## src/rtl/updown_counter_param.sv

```systemverilog
// -----------------------------------------------------------------------------
// updown_counter_param
//
// General-purpose WIDTH-bit up/down counter with a programmable upper bound,
// synchronous parallel load, count enable and an optional one-shot mode that
// freezes the count at the terminal value and raises a sticky done flag.
// With WIDTH=4, max_val=15, up_dn=0 and en=1 it reproduces the legacy 4-bit
// down counter.
//
// Ports:
//   clk       in   rising-edge clock
//   rst       in   synchronous active-high reset (count=RST_VAL, flags cleared)
//   en        in   count enable
//   up_dn     in   direction: 1 = up, 0 = down
//   load      in   synchronous load strobe (beats en/up_dn)
//   load_val  in   [WIDTH-1:0] load value, clamped to max_val
//   max_val   in   [WIDTH-1:0] upper bound of the count range 0..max_val
//   one_shot  in   1 = stop at terminal and set done, 0 = wrap around
//   count     out  [WIDTH-1:0] registered count
//   wrap      out  registered one-cycle pulse on each boundary event
//   done      out  registered sticky flag, one-shot terminal reached
// -----------------------------------------------------------------------------
module updown_counter_param #(
    parameter int WIDTH   = 4,
    parameter int RST_VAL = 0
) (
    input  logic             clk,
    input  logic             rst,
    input  logic             en,
    input  logic             up_dn,
    input  logic             load,
    input  logic [WIDTH-1:0] load_val,
    input  logic [WIDTH-1:0] max_val,
    input  logic             one_shot,
    output logic [WIDTH-1:0] count,
    output logic             wrap,
    output logic             done
);

    localparam logic [WIDTH-1:0] RST_VEC = WIDTH'(RST_VAL);

    logic [WIDTH-1:0] count_reg, count_next;
    logic             wrap_reg,  wrap_next;
    logic             done_reg,  done_next;

    // Boundary comparisons shared by both directions.
    logic at_zero;
    logic above_max;
    logic at_or_above_max;

    assign at_zero         = (count_reg == '0);
    assign above_max       = (count_reg > max_val);
    assign at_or_above_max = (count_reg >= max_val);

    always_comb begin
        count_next = count_reg;
        wrap_next  = 1'b0;
        done_next  = done_reg;

        if (load) begin
            count_next = (load_val > max_val) ? max_val : load_val;
            done_next  = 1'b0;
        end else if (en && !done_reg) begin
            if (up_dn) begin
                if (!at_or_above_max) begin
                    count_next = count_reg + 1'b1;
                end else if (one_shot) begin
                    // Terminal reached: freeze where we are.
                    wrap_next = 1'b1;
                    done_next = 1'b1;
                end else begin
                    count_next = '0;
                    wrap_next  = 1'b1;
                end
            end else begin
                if (at_zero) begin
                    wrap_next = 1'b1;
                    if (one_shot) begin
                        done_next = 1'b1;
                    end else begin
                        count_next = max_val;
                    end
                end else if (above_max) begin
                    // max_val was lowered under us: snap back into range
                    // silently rather than counting down from the old value.
                    count_next = max_val;
                end else begin
                    count_next = count_reg - 1'b1;
                end
            end
        end
    end

    always_ff @(posedge clk) begin
        if (rst) begin
            count_reg <= RST_VEC;
            wrap_reg  <= 1'b0;
            done_reg  <= 1'b0;
        end else begin
            count_reg <= count_next;
            wrap_reg  <= wrap_next;
            done_reg  <= done_next;
        end
    end

    assign count = count_reg;
    assign wrap  = wrap_reg;
    assign done  = done_reg;

endmodule

```

## config.mk

```make
export PLATFORM = sky130hd
export DESIGN_NAME = updown_counter_param
export DESIGN_NICKNAME = d
export VERILOG_FILES = /design/src/rtl/updown_counter_param.sv
export SDC_FILE = /design/constraint.sdc
export NUM_CORES = 1
export LEC_CHECK = 0
export CAP_MARGIN = 30
export CORE_MARGIN = 2
export CORE_UTILIZATION = 51
export DETAILED_ROUTE_END_ITERATION = 6
export PLACE_DENSITY = 0.87
export REMOVE_ABC_BUFFERS = 1
export SLEW_MARGIN = 30
export SYNTH_ARGS = -nofsm -noshare
export SYNTH_HDL_FRONTEND = slang
export SYNTH_SLANG_ARGS = --single-unit
```

## constraint.sdc

```tcl
create_clock -name clk -period 5.5 [get_ports clk]
set_clock_uncertainty 0.2 [all_clocks]
set_input_delay 0.55 -clock clk [delete_from_list [all_inputs] [get_ports clk]]
set_output_delay 0.55 -clock clk [all_outputs]
set_load 0.005 [all_outputs]
```

==> key figures, run 1 <==
Run status
  – Outcome: completed

Worst setup path
  – Crit Path Class: in -> reg
  – Startpoint Class: input pin
  – Slowest stage delay, CP: 0.49 ns
  – Worst Path Required: 5.45 ns
  – Max FO, Critical Path: 5
  – Crit path DAT: 2.74 ns
  – CP endpoint kind: flop
  – Slowest cell on the critical path: clkdlybuf4s50_1
  – Worst-path cell chain: clkdlybuf4s50_1, inv_1, ha_1, nand4_2, and4b_4, a21oi_2, or2_4, a22o_1, a311oi_1

Placement
  – # port buffers: 19
  – Hpwl dp: 1.734 mm
  – Place WS: 2.508 ns
  – Placer Congestion: 0.8574

STA
  – Pins Over Slew Limit: 0
  – Setup TNS: 0 ns
  – Tmin final: 2.787 ns
  – Worst Max-Slew Pin Slew: 0.4082 ns
  – Hold Fails Final Rpt: 0
  – Slew HR: 0.7270
  – Fmax: 358.8 MHz
  – Worst setup margin: 2.713 ns
  – Final setup fails: 0
  – RSZ-0062 raised after global routing: false
  – Final Cycle Share: 0.5067
  – Smallest hold slack: 0.3341 ns

Pwr
  – PD cells: 212.6 nW/um2
  – Peak VDD IR: 0.1250 mV
  – Total power draw: 0.2074 mW
  – Pleak: 0.3871 nW

Clock network
  – Reg clk slew, reported paths: 0.04 ns
  – H-tree depth: 1
  – Hold_buf cts: 0
  – CTS Buf Count: 3
  – Clk buf depth: 2
  – CTS Sinks: 6
  – Worst-Skew Late Latency: 0.24 ns
  – TritonCTS clock tree: done
  – Setup Fix Bufs, Post-CTS: 0
  – Root Buffer: clkbuf_4
  – CTS resizes: 0

Floorplanning
  – Die Area: 1825 um2
  – Chip Height: 42.72 um
  – Core Box Area: 1350 um2
  – Starting Density: 0.5663
  – Number of I/O pins: 20
  – Width of the die: 42.72 um
  – Row cnt: 13

Global route
  – Vias in the first global route: 784
  – Global-route wire length before repair: 3.677 mm
  – Antenna violations before repair: 0
  – Largest net degree at the start of global routing: 12
  – Total congestion overflow: 0
  – GR Util All Layers: 0.2707

Synth
  – Synth Register Bits: 6
  – Seq/Total Area, Yosys: 0.1571
  – Gate Count Post-Synth: 92
  – Syn_area_per_cell: 8.310 um2
  – YS warnings: 0
  – Cell Area, Synth: 764.5 um2
  – Synth unique cells: 43

Final layout
  – Multi-input logic area: 594.3 um2
  – P&R area growth vs syn: 27.66%
  – Most frequent cells in the layout: 19 x clkdlybuf4s50_1, 10 x ha_1, 9 x nor2_1
  – Final nets: 137
  – # diodes: 0
  – Max reg flops: 4
  – Register Area: 120.1 um2
  – Most common cell after layout, fill and taps aside: clkdlybuf4s50_1
  – Share of post-route cells with drive strength above 1: 0.1441
  – Filler Cell Count: 116

Routing
  – Final ANT Viol Nets: 0
  – Iter 0 DRT Violations: 50
  – Via/cell ratio: 6.627
  – WL per Instance: 17.68 um
  – Total wire length: 2.228 mm
  – DR DRC count: 0
  – Drt pass-1 iters: 5
  – DR vias: 835

Min path
  – Worst min-delay path category: reg -> reg

Job
  – Maxcap violations: 0
[power breakdown]
group | switching [mW] | internal, mW | total (mW)
clock network | 0.0154 | 0.0247 | 0.0401
logic | 0.0585 | 0.0528 | 0.111
registers | 0.00826 | 0.0478 | 0.0561
total | 0.0822 | 0.125 | 0.207
[cell families (layout without fill, tap and decap cells)]
group / count (synthesis) / count (layout) / synth area share
DFF: 6 / 6 / 0.1571
xor gates and xnor gates: 4 / 4 / 0.04583
and+or+nand+nor: 32 / 32 / 0.2602
muxes: 2 / 2 / 0.02619
buffers and inverters: 11 / 30 / 0.06546
AOI/OAI and AO/OA: 27 / 27 / 0.2815
adders and majority gates: 10 / 10 / 0.1637
[layout make-up]
type,instances,share of cell area
multi-input cells,75,0.6090
repair buffers,19,0.1949
flip-flops and latches,6,0.1231
inverters,8,0.03077
clock buffers,3,0.02308
well taps,15,0.01923
[metrics by stage]
step	utilization	instance area [um2]	cells
detailed placement	0.7062	953.4	123
floorplan	-	744.5	89
global route	0.7229	975.9	126
global placement	0.7062	953.4	123
finish	0.7229	975.9	126
CTS	0.7229	975.9	126
[critical path: cells and delay by family]
family / cells / cell delay (ns)
simple gates: 3 / 0.69
buf+inv: 2 / 0.59
compound gates: 3 / 0.52
fa+ha+maj: 1 / 0.39
[cells in the mapped netlist, drive strengths merged]
cell type,number,share of area
nand4,2,0.025
a2111oi,1,0.020
a22o,1,0.011
nor2,9,0.044
and4b,1,0.018
or2,2,0.020
a21oi,4,0.036
nand3,3,0.020
a311oi,2,0.023
a41oi,1,0.011
nor4,1,0.0082
inv,8,0.039
nor3b,1,0.016
o211ai,2,0.026
o311ai,1,0.011
dfxtp,6,0.16
xnor2,2,0.023
a221oi,1,0.011
ha,10,0.16
xor2,2,0.023
mux2i,2,0.026
nor3,6,0.046
a211oi,4,0.046
o32a,1,0.013
or3,1,0.0082
a31oi,3,0.025
nand2b,2,0.016
buf,3,0.026
nor2b,1,0.018
nand4b,1,0.011
o31ai,1,0.0098
o21ai,5,0.038
nand2,2,0.0098
[layer usage]
metal,share of wire,vias up,GRT usage
met1,0.39,364,0.3256
met4,0.033,0,0.1625
met5,0,-,0
met3,0.10,14,0.05532
li1,-,394,-
met2,0.47,63,0.4364
[worst paths after layout]
kind	slack [ns]	to	startpoint	depth (start not counted)
worst min-delay path	0.33	wrap	done	1
worst max register to register	3.13	count[1]	count[2]	7
worst min register to register	0.33	wrap	done	1
worst max-delay path	2.71	count[1]	max_val[3]	9
Power figures use the tool's default switching activity.
==> run 2, diff against run 1 <==
--- a/config.mk
+++ b/config.mk
@@ -6,10 +6,11 @@
 export NUM_CORES = 1
 export LEC_CHECK = 0
 export CAP_MARGIN = 30
+export CORE_ASPECT_RATIO = 1.2
 export CORE_MARGIN = 2
-export CORE_UTILIZATION = 51
+export CORE_UTILIZATION = 47
 export DETAILED_ROUTE_END_ITERATION = 6
-export PLACE_DENSITY = 0.87
+export PLACE_DENSITY = 0.82
 export REMOVE_ABC_BUFFERS = 1
 export SLEW_MARGIN = 30
 export SYNTH_ARGS = -nofsm -noshare
==> constraint.sdc (replaced) <==
create_clock -name clk -period 2.8 [get_ports clk]
set_clock_uncertainty 0.2 [all_clocks]
set_input_delay 0.28 -clock clk [delete_from_list [all_inputs] [get_ports clk]]
set_output_delay 0.28 -clock clk [all_outputs]
set_load 0.005 [all_outputs]
==> run 2 against run 1 <==
Effect of this change: critical path depth unchanged; critical endpoint is now count[2]; clock power up 96%; cell count is 2.4% higher; cell area grew 1.0%; non-clock buffer count up 1; utilization fell by 5.8 points.
==> key figures, run 2 (synthesis gave the netlist of run 1 again) <==
Min path
  – Hold_sp: done
  – Hold path depth: 1
  – Worst min-delay path category: reg -> reg
  – Hold endpoint: wrap

Routing
  – Via/cell ratio: 6.132
  – WL per Instance: 14.11 um
  – Drt pass-1 iters: 4
  – DR vias: 791
  – DR DRC count: 0
  – Total wire length: 1.820 mm
  – Final ANT Viol Nets: 0
  – Iter 0 DRT Violations: 20

Floorplanning
  – Core Box Area: 1483 um2
  – Starting Density: 0.5156
  – Die Area: 1966 um2
  – Chip Height: 48.18 um
  – Width of the die: 40.82 um
  – Row cnt: 15
  – Number of I/O pins: 20

Final layout
  – Non-Filler Instances: 129
  – Post-route cell area: 985.9 um2
  – Final nets: 138
  – P&R area growth vs syn: 28.97%
  – Share of post-route cells with drive strength above 1: 0.1518
  – Most common cell after layout, fill and taps aside: clkdlybuf4s50_1
  – # diodes: 0
  – Most frequent cells in the layout: 19 x clkdlybuf4s50_1, 10 x ha_1, 9 x nor2_1
  – Final Util: 0.6650
  – Max reg flops: 4

STA
  – Fmax: 397.5 MHz
  – Worst setup margin: 0.2841 ns
  – Smallest hold slack: 0.2837 ns
  – Final Cycle Share: 0.8985
  – RSZ-0062 raised after global routing: false
  – Slew HR: 0.7304
  – Pins Over Slew Limit: 0
  – Setup TNS: 0 ns
  – Worst Max-Slew Pin Slew: 0.4031 ns
  – Hold Fails Final Rpt: 0
  – Tmin final: 2.516 ns
  – Final setup fails: 0

Clock network
  – Worst-Skew Late Latency: 0.24 ns
  – Setup Fix Bufs, Post-CTS: 0
  – CTS Sinks: 6
  – Hold_buf cts: 0
  – CTS resizes: 0
  – TritonCTS clock tree: done
  – Clk buf depth: 2
  – CTS Buf Count: 3
  – Root Buffer: clkbuf_4
  – Reg clk slew, reported paths: 0.04 ns
  – H-tree depth: 1

Worst setup path
  – Worst reg2reg path depth: 7
  – Crit Path Class: in -> reg
  – Crit path DAT: 2.45 ns
  – Worst Path Required: 2.73 ns
  – Max FO, Critical Path: 6
  – Startpoint Class: input pin
  – CP endpoint kind: flop
  – Worst r2r dst: count[2]
  – Worst r2r src: count[1]
  – Flop2flop setup slack: 0.47 ns

Pwr
  – Switching Power: 0.1506 mW
  – Share of power burned in registers: 0.265
  – Sw Share: 0.3784
  – Clock share of power: 0.198
  – Peak VDD IR: 0.3418 mV
  – Power Internal: 0.2474 mW
  – PD cells: 403.6 nW/um2
  – Total power draw: 0.3980 mW
  – Gate power share: 0.537
  – Pleak: 0.3924 nW

Placement
  – Place WS: 0.04237 ns
  – # port buffers: 19
  – Hpwl dp: 1.484 mm
  – Placer Congestion: 0.8325
  – Dpl cells: 126
  – DP Area: 963.4 um2

Global route
  – Antenna violations before repair: 0
  – Vias in the first global route: 700
  – Total congestion overflow: 0
  – Global-route wire length before repair: 2.946 mm
  – Largest net degree at the start of global routing: 12
  – GR Util All Layers: 0.2179

Run status
  – Outcome: completed

Job
  – Maxcap violations: 0
run 2: cell types whose count changed in the layout (fill, tap and decap cells not counted), sizes merged:
cell  previous run  this run
buf              0         1
run 2: area by class of cell:
cell class	instances	area [um2]
Multi-Input combinational cell	75	594.3
Clock buffer	3	22.52
Fill cell	124	496.7
Tap cell	17	21.27
Sequential cell	6	120.1
Timing Repair Buffer	20	197.7
Inverter	8	30.03
run 2: critical path: stages:
cell and delay (ns):
clkdlybuf4s50_1 0.51, inv_1 0.08, ha_1 0.32, nor2b_4 0.14, o211ai_2 0.28, a21oi_2 0.16
a221oi_1 0.40, o211ai_1 0.15, o311ai_0 0.12
run 2: worst max-delay path by stage:
| stage | startpoint | to | slack, ns | cells after the start |
|---|---|---|---|---|
| after floorplan | count[3] | count[1] | 0.66 | 7 |
| after global placement | max_val[1] | count[1] | 0.07 | 9 |
| after detailed placement | max_val[1] | count[2] | 0.04 | 9 |
| after CTS | max_val[1] | count[2] | 0.29 | 9 |
| after global routing | max_val[1] | count[2] | 0.15 | 9 |
| final | max_val[1] | count[2] | 0.28 | 9 |
run 2: layer usage:
metal  part of all wire  wire, um  global-route usage
met5                  0         0                   0
met1               0.42       757              0.2762
met3              0.074       134             0.07306
met2               0.50       905              0.3625
met4              0.013        23             0.02667
run 2: power by group through the flow:
stage	registers (mW)	logic, mW	clock network (mW)
after floorplan	0.108	0.139	0
after global placement	0.107	0.210	0
after detailed placement	0.107	0.212	0
after CTS	0.105	0.213	0.0817
after global routing	0.107	0.237	0.0847
final	0.106	0.214	0.0787
==> run 3, diff against run 2 <==
--- a/config.mk
+++ b/config.mk
@@ -9,9 +9,11 @@
 export CORE_ASPECT_RATIO = 1.2
 export CORE_MARGIN = 2
 export CORE_UTILIZATION = 47
+export CTS_CLUSTER_SIZE = 24
 export DETAILED_ROUTE_END_ITERATION = 6
 export PLACE_DENSITY = 0.82
 export REMOVE_ABC_BUFFERS = 1
+export SKIP_LAST_GASP = 1
 export SLEW_MARGIN = 30
 export SYNTH_ARGS = -nofsm -noshare
 export SYNTH_HDL_FRONTEND = slang
==> results of run 3 <==
Same layout as run 2: the final DEF is identical, and so are final timing and power.
